**src/rtl/mem_bus_arbiter_pkg.sv**
```systemverilog
// mem_bus_pkg: arbiter state encoding, memory-map constants and requester id width
package mem_bus_pkg;
  typedef logic [1:0] arb_state_t;
  localparam arb_state_t ARB_IDLE = 2'b00;
  localparam arb_state_t ARB_OWN0 = 2'b01;
  localparam arb_state_t ARB_OWN1 = 2'b10;
  localparam logic [31:0] RAM_BASE = 32'h1001_0000;
  localparam logic [31:0] UART_BASE = 32'h1001_0020;
  localparam logic [31:0] STACK_TOP = 32'h7fff_effc;
  localparam int ID_W = 1;
endpackage

```
**src/rtl/mem_bus_arbiter_if.sv**
```systemverilog
// mem_bus_arbiter_if: both requester ports plus the shared memory-map port
interface mem_bus_arbiter_if #(
  parameter int DATA_WIDTH = 32,
  parameter int ADDR_WIDTH = 32
);
  logic                  m0_req, m0_we, m0_gnt, m0_rvalid;
  logic [ADDR_WIDTH-1:0] m0_addr;
  logic [DATA_WIDTH-1:0] m0_wd, m0_rd;
  logic                  m1_req, m1_we, m1_gnt, m1_rvalid;
  logic [ADDR_WIDTH-1:0] m1_addr;
  logic [DATA_WIDTH-1:0] m1_wd, m1_rd;
  logic                  bus_we, bus_re;
  logic [ADDR_WIDTH-1:0] bus_addr;
  logic [DATA_WIDTH-1:0] bus_wd, bus_rd;
  modport slave (
    input  m0_req, m0_we, m0_addr, m0_wd, m1_req, m1_we, m1_addr, m1_wd, bus_rd,
    output m0_gnt, m0_rvalid, m0_rd, m1_gnt, m1_rvalid, m1_rd, bus_we, bus_re, bus_addr, bus_wd
  );
  modport master (
    output m0_req, m0_we, m0_addr, m0_wd, m1_req, m1_we, m1_addr, m1_wd, bus_rd,
    input  m0_gnt, m0_rvalid, m0_rd, m1_gnt, m1_rvalid, m1_rd, bus_we, bus_re, bus_addr, bus_wd
  );
endinterface

```
**src/rtl/mem_bus_arbiter_arb_rr_pick.sv**
```systemverilog
// arb_rr_pick: combinational next-owner choice for the round-robin arbiter
module arb_rr_pick
  import mem_bus_pkg::*;
(
  input  logic       req0,
  input  logic       req1,
  input  logic       last_owner,
  input  arb_state_t cur_owner,
  input  logic       cap_hit,
  output arb_state_t next_state
);
  arb_state_t idle_pick, own0_pick, own1_pick;
  always_comb begin
    idle_pick  = (req0 & req1) ? (last_owner ? ARB_OWN0 : ARB_OWN1) :
                 req0 ? ARB_OWN0 : req1 ? ARB_OWN1 : ARB_IDLE;
    own0_pick  = req0 ? ((cap_hit & req1) ? ARB_OWN1 : ARB_OWN0) : (req1 ? ARB_OWN1 : ARB_IDLE);
    own1_pick  = req1 ? ((cap_hit & req0) ? ARB_OWN0 : ARB_OWN1) : (req0 ? ARB_OWN0 : ARB_IDLE);
    next_state = (cur_owner == ARB_OWN0) ? own0_pick :
                 (cur_owner == ARB_OWN1) ? own1_pick : idle_pick;
  end
endmodule

```
**src/rtl/mem_bus_arbiter.sv**
```systemverilog
// mem_bus_arbiter: two-requester round-robin arbiter with burst cap and 1-cycle read return
module mem_bus_arbiter
  import mem_bus_pkg::*;
#(
  parameter int DATA_WIDTH = 32,
  parameter int ADDR_WIDTH = 32,
  parameter int MAX_BURST  = 4
) (
  input logic clk,
  input logic rst,
  mem_bus_arbiter_if.slave bus
);
  localparam int BW = (MAX_BURST > 1) ? $clog2(MAX_BURST) : 1;
  arb_state_t            state, nxt;
  logic                  last_owner, rd_pend;
  logic [ID_W-1:0]       rd_tag;
  logic [BW-1:0]         burst_cnt;
  logic                  own1, gnt0, gnt1, issue, cap_hit, sel_we;
  logic [ADDR_WIDTH-1:0] sel_addr;
  logic [DATA_WIDTH-1:0] sel_wd;
  logic                  rv0, rv1;
  always_comb begin
    own1     = state == ARB_OWN1;
    gnt0     = ~rst & (state == ARB_OWN0);
    gnt1     = ~rst & own1;
    issue    = (gnt0 & bus.m0_req) | (gnt1 & bus.m1_req);
    cap_hit  = burst_cnt == BW'(MAX_BURST - 1);
    sel_we   = own1 ? bus.m1_we : bus.m0_we;
    sel_addr = own1 ? bus.m1_addr : bus.m0_addr;
    sel_wd   = own1 ? bus.m1_wd : bus.m0_wd;
  end
  arb_rr_pick u_pick (
    .req0       (bus.m0_req),
    .req1       (bus.m1_req),
    .last_owner (last_owner),
    .cur_owner  (state),
    .cap_hit    (cap_hit),
    .next_state (nxt)
  );
  always_ff @(posedge clk) begin
    if (rst) begin
      state      <= ARB_IDLE;
      last_owner <= 1'b1;
      burst_cnt  <= '0;
      rd_pend    <= 1'b0;
      rd_tag     <= '0;
    end else begin
      state     <= nxt;
      if (state != ARB_IDLE && nxt != state) last_owner <= own1;
      burst_cnt <= (issue && nxt == state) ? (cap_hit ? burst_cnt : burst_cnt + 1'b1) : '0;
      rd_pend   <= issue & ~sel_we;
      if (issue) rd_tag <= ID_W'(own1);
    end
  end
  // Read data is a combinational pass of bus_rd, steered by the tag of the issuing owner
  always_comb begin
    rv0           = ~rst & rd_pend & (rd_tag == ID_W'(0));
    rv1           = ~rst & rd_pend & (rd_tag == ID_W'(1));
    bus.m0_gnt    = gnt0;
    bus.m1_gnt    = gnt1;
    bus.m0_rvalid = rv0;
    bus.m1_rvalid = rv1;
    bus.m0_rd     = rv0 ? bus.bus_rd : '0;
    bus.m1_rd     = rv1 ? bus.bus_rd : '0;
    bus.bus_we    = issue & sel_we;
    bus.bus_re    = issue & ~sel_we;
    bus.bus_addr  = issue ? sel_addr : '0;
    bus.bus_wd    = issue ? sel_wd : '0;
  end
endmodule

```
**src/flat_wrapper.sv**
```systemverilog
// flat-port wrapper written by rule: the top's interface ports become plain ports
module mem_bus_arbiter_flat import mem_bus_pkg::*;
#(
  parameter int DATA_WIDTH = 32,
  parameter int ADDR_WIDTH = 32,
  parameter int MAX_BURST  = 4
)
  (clk, rst, bus_m0_req, bus_m0_we, bus_m0_addr, bus_m0_wd, bus_m1_req, bus_m1_we, bus_m1_addr, bus_m1_wd, bus_bus_rd, bus_m0_gnt, bus_m0_rvalid, bus_m0_rd, bus_m1_gnt, bus_m1_rvalid, bus_m1_rd, bus_bus_we, bus_bus_re, bus_bus_addr, bus_bus_wd);
  mem_bus_arbiter_if #(.DATA_WIDTH(DATA_WIDTH), .ADDR_WIDTH(ADDR_WIDTH)) bus_i ();
  input logic clk;
  input logic rst;
  input wire logic [$bits(bus_i.m0_req)-1:0] bus_m0_req;
  input wire logic [$bits(bus_i.m0_we)-1:0] bus_m0_we;
  input wire logic [$bits(bus_i.m0_addr)-1:0] bus_m0_addr;
  input wire logic [$bits(bus_i.m0_wd)-1:0] bus_m0_wd;
  input wire logic [$bits(bus_i.m1_req)-1:0] bus_m1_req;
  input wire logic [$bits(bus_i.m1_we)-1:0] bus_m1_we;
  input wire logic [$bits(bus_i.m1_addr)-1:0] bus_m1_addr;
  input wire logic [$bits(bus_i.m1_wd)-1:0] bus_m1_wd;
  input wire logic [$bits(bus_i.bus_rd)-1:0] bus_bus_rd;
  output wire logic [$bits(bus_i.m0_gnt)-1:0] bus_m0_gnt;
  output wire logic [$bits(bus_i.m0_rvalid)-1:0] bus_m0_rvalid;
  output wire logic [$bits(bus_i.m0_rd)-1:0] bus_m0_rd;
  output wire logic [$bits(bus_i.m1_gnt)-1:0] bus_m1_gnt;
  output wire logic [$bits(bus_i.m1_rvalid)-1:0] bus_m1_rvalid;
  output wire logic [$bits(bus_i.m1_rd)-1:0] bus_m1_rd;
  output wire logic [$bits(bus_i.bus_we)-1:0] bus_bus_we;
  output wire logic [$bits(bus_i.bus_re)-1:0] bus_bus_re;
  output wire logic [$bits(bus_i.bus_addr)-1:0] bus_bus_addr;
  output wire logic [$bits(bus_i.bus_wd)-1:0] bus_bus_wd;
  assign bus_i.m0_req = bus_m0_req;
  assign bus_i.m0_we = bus_m0_we;
  assign bus_i.m0_addr = bus_m0_addr;
  assign bus_i.m0_wd = bus_m0_wd;
  assign bus_i.m1_req = bus_m1_req;
  assign bus_i.m1_we = bus_m1_we;
  assign bus_i.m1_addr = bus_m1_addr;
  assign bus_i.m1_wd = bus_m1_wd;
  assign bus_i.bus_rd = bus_bus_rd;
  assign bus_m0_gnt = bus_i.m0_gnt;
  assign bus_m0_rvalid = bus_i.m0_rvalid;
  assign bus_m0_rd = bus_i.m0_rd;
  assign bus_m1_gnt = bus_i.m1_gnt;
  assign bus_m1_rvalid = bus_i.m1_rvalid;
  assign bus_m1_rd = bus_i.m1_rd;
  assign bus_bus_we = bus_i.bus_we;
  assign bus_bus_re = bus_i.bus_re;
  assign bus_bus_addr = bus_i.bus_addr;
  assign bus_bus_wd = bus_i.bus_wd;
  mem_bus_arbiter #(.DATA_WIDTH(DATA_WIDTH), .ADDR_WIDTH(ADDR_WIDTH), .MAX_BURST(MAX_BURST)) u_core (.clk(clk), .rst(rst), .bus(bus_i));
endmodule
```
**config.mk**
```make
export PLATFORM = sky130hd
export DESIGN_NAME = mem_bus_arbiter_flat
export DESIGN_NICKNAME = d
export VERILOG_FILES = /design/src/rtl/mem_bus_arbiter_pkg.sv /design/src/rtl/mem_bus_arbiter_if.sv /design/src/rtl/mem_bus_arbiter_arb_rr_pick.sv /design/src/rtl/mem_bus_arbiter.sv /design/src/flat_wrapper.sv
export SDC_FILE = /design/constraint.sdc
export NUM_CORES = 1
export LEC_CHECK = 0
export BUFFER_PORTS_ARGS = -buffer_cell sky130_fd_sc_hd__buf_4
export CORE_AREA = 2 2 116 118
export DETAILED_ROUTE_END_ITERATION = 16
export DIE_AREA = 0 0 118 120
export SLEW_MARGIN = 40
export SYNTH_ARGS = -nofsm -noshare
export SYNTH_HDL_FRONTEND = slang
export SYNTH_SLANG_ARGS = --single-unit
```
**constraint.sdc**
```tcl
create_clock -name clk -period 1.6 [get_ports clk]
set_input_delay 0.08 -clock clk [delete_from_list [all_inputs] [get_ports clk]]
set_output_delay 0.08 -clock clk [all_outputs]
set_load 0.03 [all_outputs]
```
After elaboration in Yosys (flattened, before gate mapping)
Index checks and enable logic that the tools add are counted.

Register bits after elaboration: 7. Output and inout port bits: 134. Logic and storage cells: 50.

Add/subtract/negate cells: 1. Equality and inequality tests: 5. Muxes and demuxes: 18. Bitwise operators: 17. Reduce and logical (&&, ||, !) cells: 4.

Operators with widths (number): $mux W32 (6); $mux W2 (10); $and A1 B1 Y1 (12); $eq A2 B2 Y1 const B (2); $not A1 Y1 (4); $add A2 B1 Y2 const B (1); $eq A2 B1 Y1 const B (1); $eq A2 B2 Y1 (1); $logic_and A1 B1 Y1 (2); $mux W1 (2); $ne A2 B2 Y1 (1); $reduce_bool A2 Y1 (1); $reduce_or A2 Y1 (1); $or A1 B1 Y1 (1).

Depth between registers and ports, before layout
Depth after elaboration: 10. Gate-level depth with buffers: 6. Depth with buffers taken out: 4.

Modules after synthesis
From an unflattened synthesis, not the netlist that was laid out.

Cell total of the unflattened synthesis: 337. Area total of the unflattened synthesis: 1864.3 um^2.

Modules (own cells, without submodules): mem_bus_arbiter (instances 1, cells an instance 324, area each 1778.0 um^2, sequential area each 140.1 um^2); arb_rr_pick (instances 1, cells an instance 13, area each 86.3 um^2, sequential area each 0.0 um^2).

Worst setup path after synthesis
No wires, ideal clock.

Kind: reg-to-output. Start: register u_core.state[0]. End: output port bus_bus_addr[22]. Arrival: 1.442 ns. Required time: 1.520 ns. Setup slack: 0.078 ns. Cell stages (with the launch flop): 7. Path buffers: 3. Path through: dfxtp_1 -> buf_6 -> nor2b_4 -> buf_4 -> buf_2 -> nand2_1 -> a21oi_1.

Longest elaborated chain between the ends: 5. Elaborated cells on any way between the ends: 9. Those cells by class: eq/ne (2); mux (2); bitwise (5).

RTL lines: from (decl) (line mem_bus_arbiter.sv:14) `arb_state_t state, nxt;`; from (signal assigned) (line mem_bus_arbiter.sv:48) `state <= nxt;`; $eq A2 B1 Y1 or $eq A2 B2 Y1 (tied branches) (line mem_bus_arbiter.sv:24, mem_bus_arbiter.sv:23); $and A1 B1 Y1, on equally long branches (line mem_bus_arbiter.sv:24, mem_bus_arbiter.sv:25); $and A1 B1 Y1 (line mem_bus_arbiter.sv:26) `issue = (gnt0 & bus.m0_req) | (gnt1 & bus.m1_req);`; $or A1 B1 Y1 (line mem_bus_arbiter.sv:26); $mux W32 * (line mem_bus_arbiter.sv:67) `bus.bus_addr = issue ? sel_addr : '0;`; to (decl) (line flat_wrapper.sv:29) `output wire logic [$bits(bus_i.bus_addr)-1:0] bus_bus_addr;`.

Mark *: on every way between the ends. The rest lies on a longest branch, timed or not.

Worst setup path in the final report
Start: register u_core.state[1]. End: output port bus_bus_wd[13].

Longest elaborated chain between the ends: 5. Elaborated cells on any way between the ends: 9. Those cells by class: eq/ne (2); mux (2); bitwise (5).

RTL lines: $eq A2 B1 Y1 or $eq A2 B2 Y1 (tied branches) (line mem_bus_arbiter.sv:24, mem_bus_arbiter.sv:23); $and A1 B1 Y1, on equally long branches (line mem_bus_arbiter.sv:24, mem_bus_arbiter.sv:25); $and A1 B1 Y1 (line mem_bus_arbiter.sv:26); $or A1 B1 Y1 (line mem_bus_arbiter.sv:26); $mux W32 * (line mem_bus_arbiter.sv:68) `bus.bus_wd = issue ? sel_wd : '0;`; to (decl) (line flat_wrapper.sv:30) `output wire logic [$bits(bus_i.bus_wd)-1:0] bus_bus_wd;`.

Marked as above.

==> summary.txt <==
H-tree depth -> 1
Top FF cell, synth -> dfxtp_1
antenna cells -> 0
most numerous cell in the Yosys netlist -> nand2_1
IO buf count -> 299
max cap viols -> 0
Yosys warning total -> 0
Clock Sinks -> 7
highest metal used -> met4
Core ar. -> 13000 sq um
final worst slack -> -0.0324 ns
Worst Min Path Start -> bus_m1_req
area fraction of the dominant cell type after synthesis -> 24.4%
top cells by count, synth -> 129 x nand2_1, 64 x and2_1, 36 x a21oi_1
ys async rst share -> 0%
post-synth net total -> 507
Post-synth EDFFs -> 0
synthesized area per cell -> 5.84 sq um
GPL Wtd Cong -> 0.785
worst relative slew slack -> 75.6%
Skew-Pair Late Insertion Delay -> 0.24 ns
CP Capture Type -> output port
Area growth syn-to-layout -> 154%
Total Wirelength -> 12.1 mm
Worst setup SP type -> flip-flop
full die area -> 14200 sq um
Fin. Hold Viols -> 0
sequential power share -> 12.4%
Starting Density -> 15.3%
Clock Power Share -> 27.6%
Root Driver -> clkbuf_16
Std-Cell Rows -> 42
wire length on met2 -> 6.37 mm
minimum clock period -> 1.63 ns
M1 WL -> 4.61 mm
DP Cell Count -> 795
via count -> 3374
DR iter-0 viols -> 87
largest net degree at the start of global routing -> 34
number of synthesized register bits -> 7
CTS tree -> built
Worst-Margin Slew -> 0.361 ns
class of the worst hold path -> primary input to flip-flop
power per cell area -> 312 nW/um^2
Yosys top cell by area -> nand2_1
Sw Ratio -> 35.1%
failing checks -> negative setup slack
Tot GR Track Use -> 15.6%
Post-route DRC -> 0
Longest Clk Path Bufs -> 2
layout cells sized above 1 -> 62.1%
First-pass DRT Iterations -> 4
Die W -> 118 um
fin crit share -> 102%
Worst Setup SP -> u_core.state[1]
Finish-stage setup viols -> 8
hold_buf cts -> 0
antenna violations before repair -> 0
Place WS -> 0.118 ns
fin cells -> 807
number of global-route vias before repair -> 3248
Critical Path AT -> 1.55 ns
sequential share of the synthesized area -> 7.05%
VDD IR-drop max -> 0.000212 V
Slew Viols, Final -> 0
clk slew on worst S/H paths -> 0.04 ns
switching power -> 0.554 mW
unrepaired setup endpoints after global routing -> true
top post-synthesis cells by area -> nand2_1 24%, and2_1 20%, a21oi_2 13%
Distinct cells, synth -> 34
Fin Setup TNS -> -0.101 ns
WP data required -> 1.52 ns
post-route ant nets -> 0
first-pass GRT wire length -> 17.7 mm
CP Max Fanout -> 20
mean routed wirelength per cell -> 15.0 um
CTS buffer count -> 3
Die Height -> 120 um
Via density -> 4.18
static leakage -> 2.50 nW
Cells after Synth -> 340
met3 wire len -> 1.07 mm
FMAX -> 613 MHz
fin util -> 38.8%
status -> finished with violations
critical path class -> flip-flop to output port
Power Internal -> 1.02 mW
Comb power frac -> 60.0%
Net count, final -> 799
dpl hpwl -> 9.07 mm
worst r2r src -> u_core.burst_cnt[0]
grt ovf -> 0
I/O Pins -> 300
clock skew -> 0.00385 ns
Mapped Area -> 1990 sq um
through the flow:
stage          area, sq um  total power [mW]  hold slack [ns]
2_1_floorplan         1990             0.563            0.317
5_1_grt               5040              1.66            0.115
4_1_cts               4730              1.53            0.107
6_report              5040              1.58            0.108
3_5_place_dp          4430              1.02            0.359
3_3_place_gp          4430              1.02            0.357
layout make-up:
class                           instances  area (sq um)
Tap cell                              176           220
Clock buffer                            4          78.8
Inverter                                2          7.51
Multi-Input combinational cell        298          1790
Fill cell                            1394          7940
Sequential cell                         7           145
Timing Repair Buffer                  320          2800
per-layer routing:
layer / global-route usage (%) / up-vias
met1: 17.7 / 1502
li1: - / 1681
met2: 29.8 / 187
met5: 0 / -
met3: 4.04 / 4
met4: 2.03 / 0
worst max-delay path: stages, from the launching register on:
cell and delay (ns):
dfxtp_4 0.35, nand3b_1 0.17, a21o_4 0.28, buf_12 0.18, a21oi_2 0.16, buf_6 0.15
timing repair:
action	4_1_cts	5_1_grt
pin swaps	1	2
buffers inserted	3	0
gates resized for setup	27	77
gates cloned	4	1
setup endpoints to repair	66	65
state kept, by name, summed over array words and instances (netlist names):
register / count
u_core.state: 2
u_core.rd_pend: 1
u_core.burst_cnt: 2
u_core.rd_tag: 1
u_core.last_owner: 1
power groups by stage:
stage	registers, mW	logic, mW	clock network, mW
floorplan	0.193	0.370	0
global placement	0.197	0.823	0
detailed placement	0.197	0.822	0
CTS	0.194	0.894	0.438
global route	0.196	1.02	0.445
finish	0.195	0.946	0.435
logic make-up (layout without fill, tap and decap cells):
group                    count (synthesis)  after routing  share of synthesized area [%]
AND/OR/NAND/NOR                        219            219                           54.8
AO/OA/AOI/OAI                           75             75                           26.3
multiplexers                             2              2                           1.01
flip-flops                               7              7                           7.05
XOR/XNOR                                 1              1                          0.441
adder cells (fa/ha/maj)                  1              1                          0.630
buffers and inverters                   35            326                           9.76
final timing paths:
| path | end | cells past startpoint | slack [ns] |
|---|---|---|---|
| worst max register to register | u_core.burst_cnt[1] | 4 | 0.23 |
| worst min-delay path | u_core.state[0] | 2 | 0.11 |
| worst max-delay path | bus_bus_wd[13] | 5 | -0.03 |
| worst min register to register | u_core.burst_cnt[1] | 2 | 0.54 |
cells in the final DEF, fill, tap and decap left out, drive strengths merged:
cell type  synthesis  routed
a21oi             66      66
nor3b              1       1
nor4b              1       1
o21ai              1       1
inv                2       2
nand3b             2       2
nor4bb             4       4
a211oi             1       1
dfxtp              7       7
a41oi              1       1
clkbuf            14       5
nor3               3       3
nor2               4       4
buf               19     319
a2bb2oi            1       1
nor2b              4       4
ha                 1       1
mux2i              2       2
nand2b             4       4
o2111ai            2       2
xor2               1       1
a311o              1       1
a21o               1       1
and4b              1       1
and2              64      64
nor4               1       1
and3b              1       1
a21bo              1       1
nand2            129     129
Power figures use the tool's default switching activity.
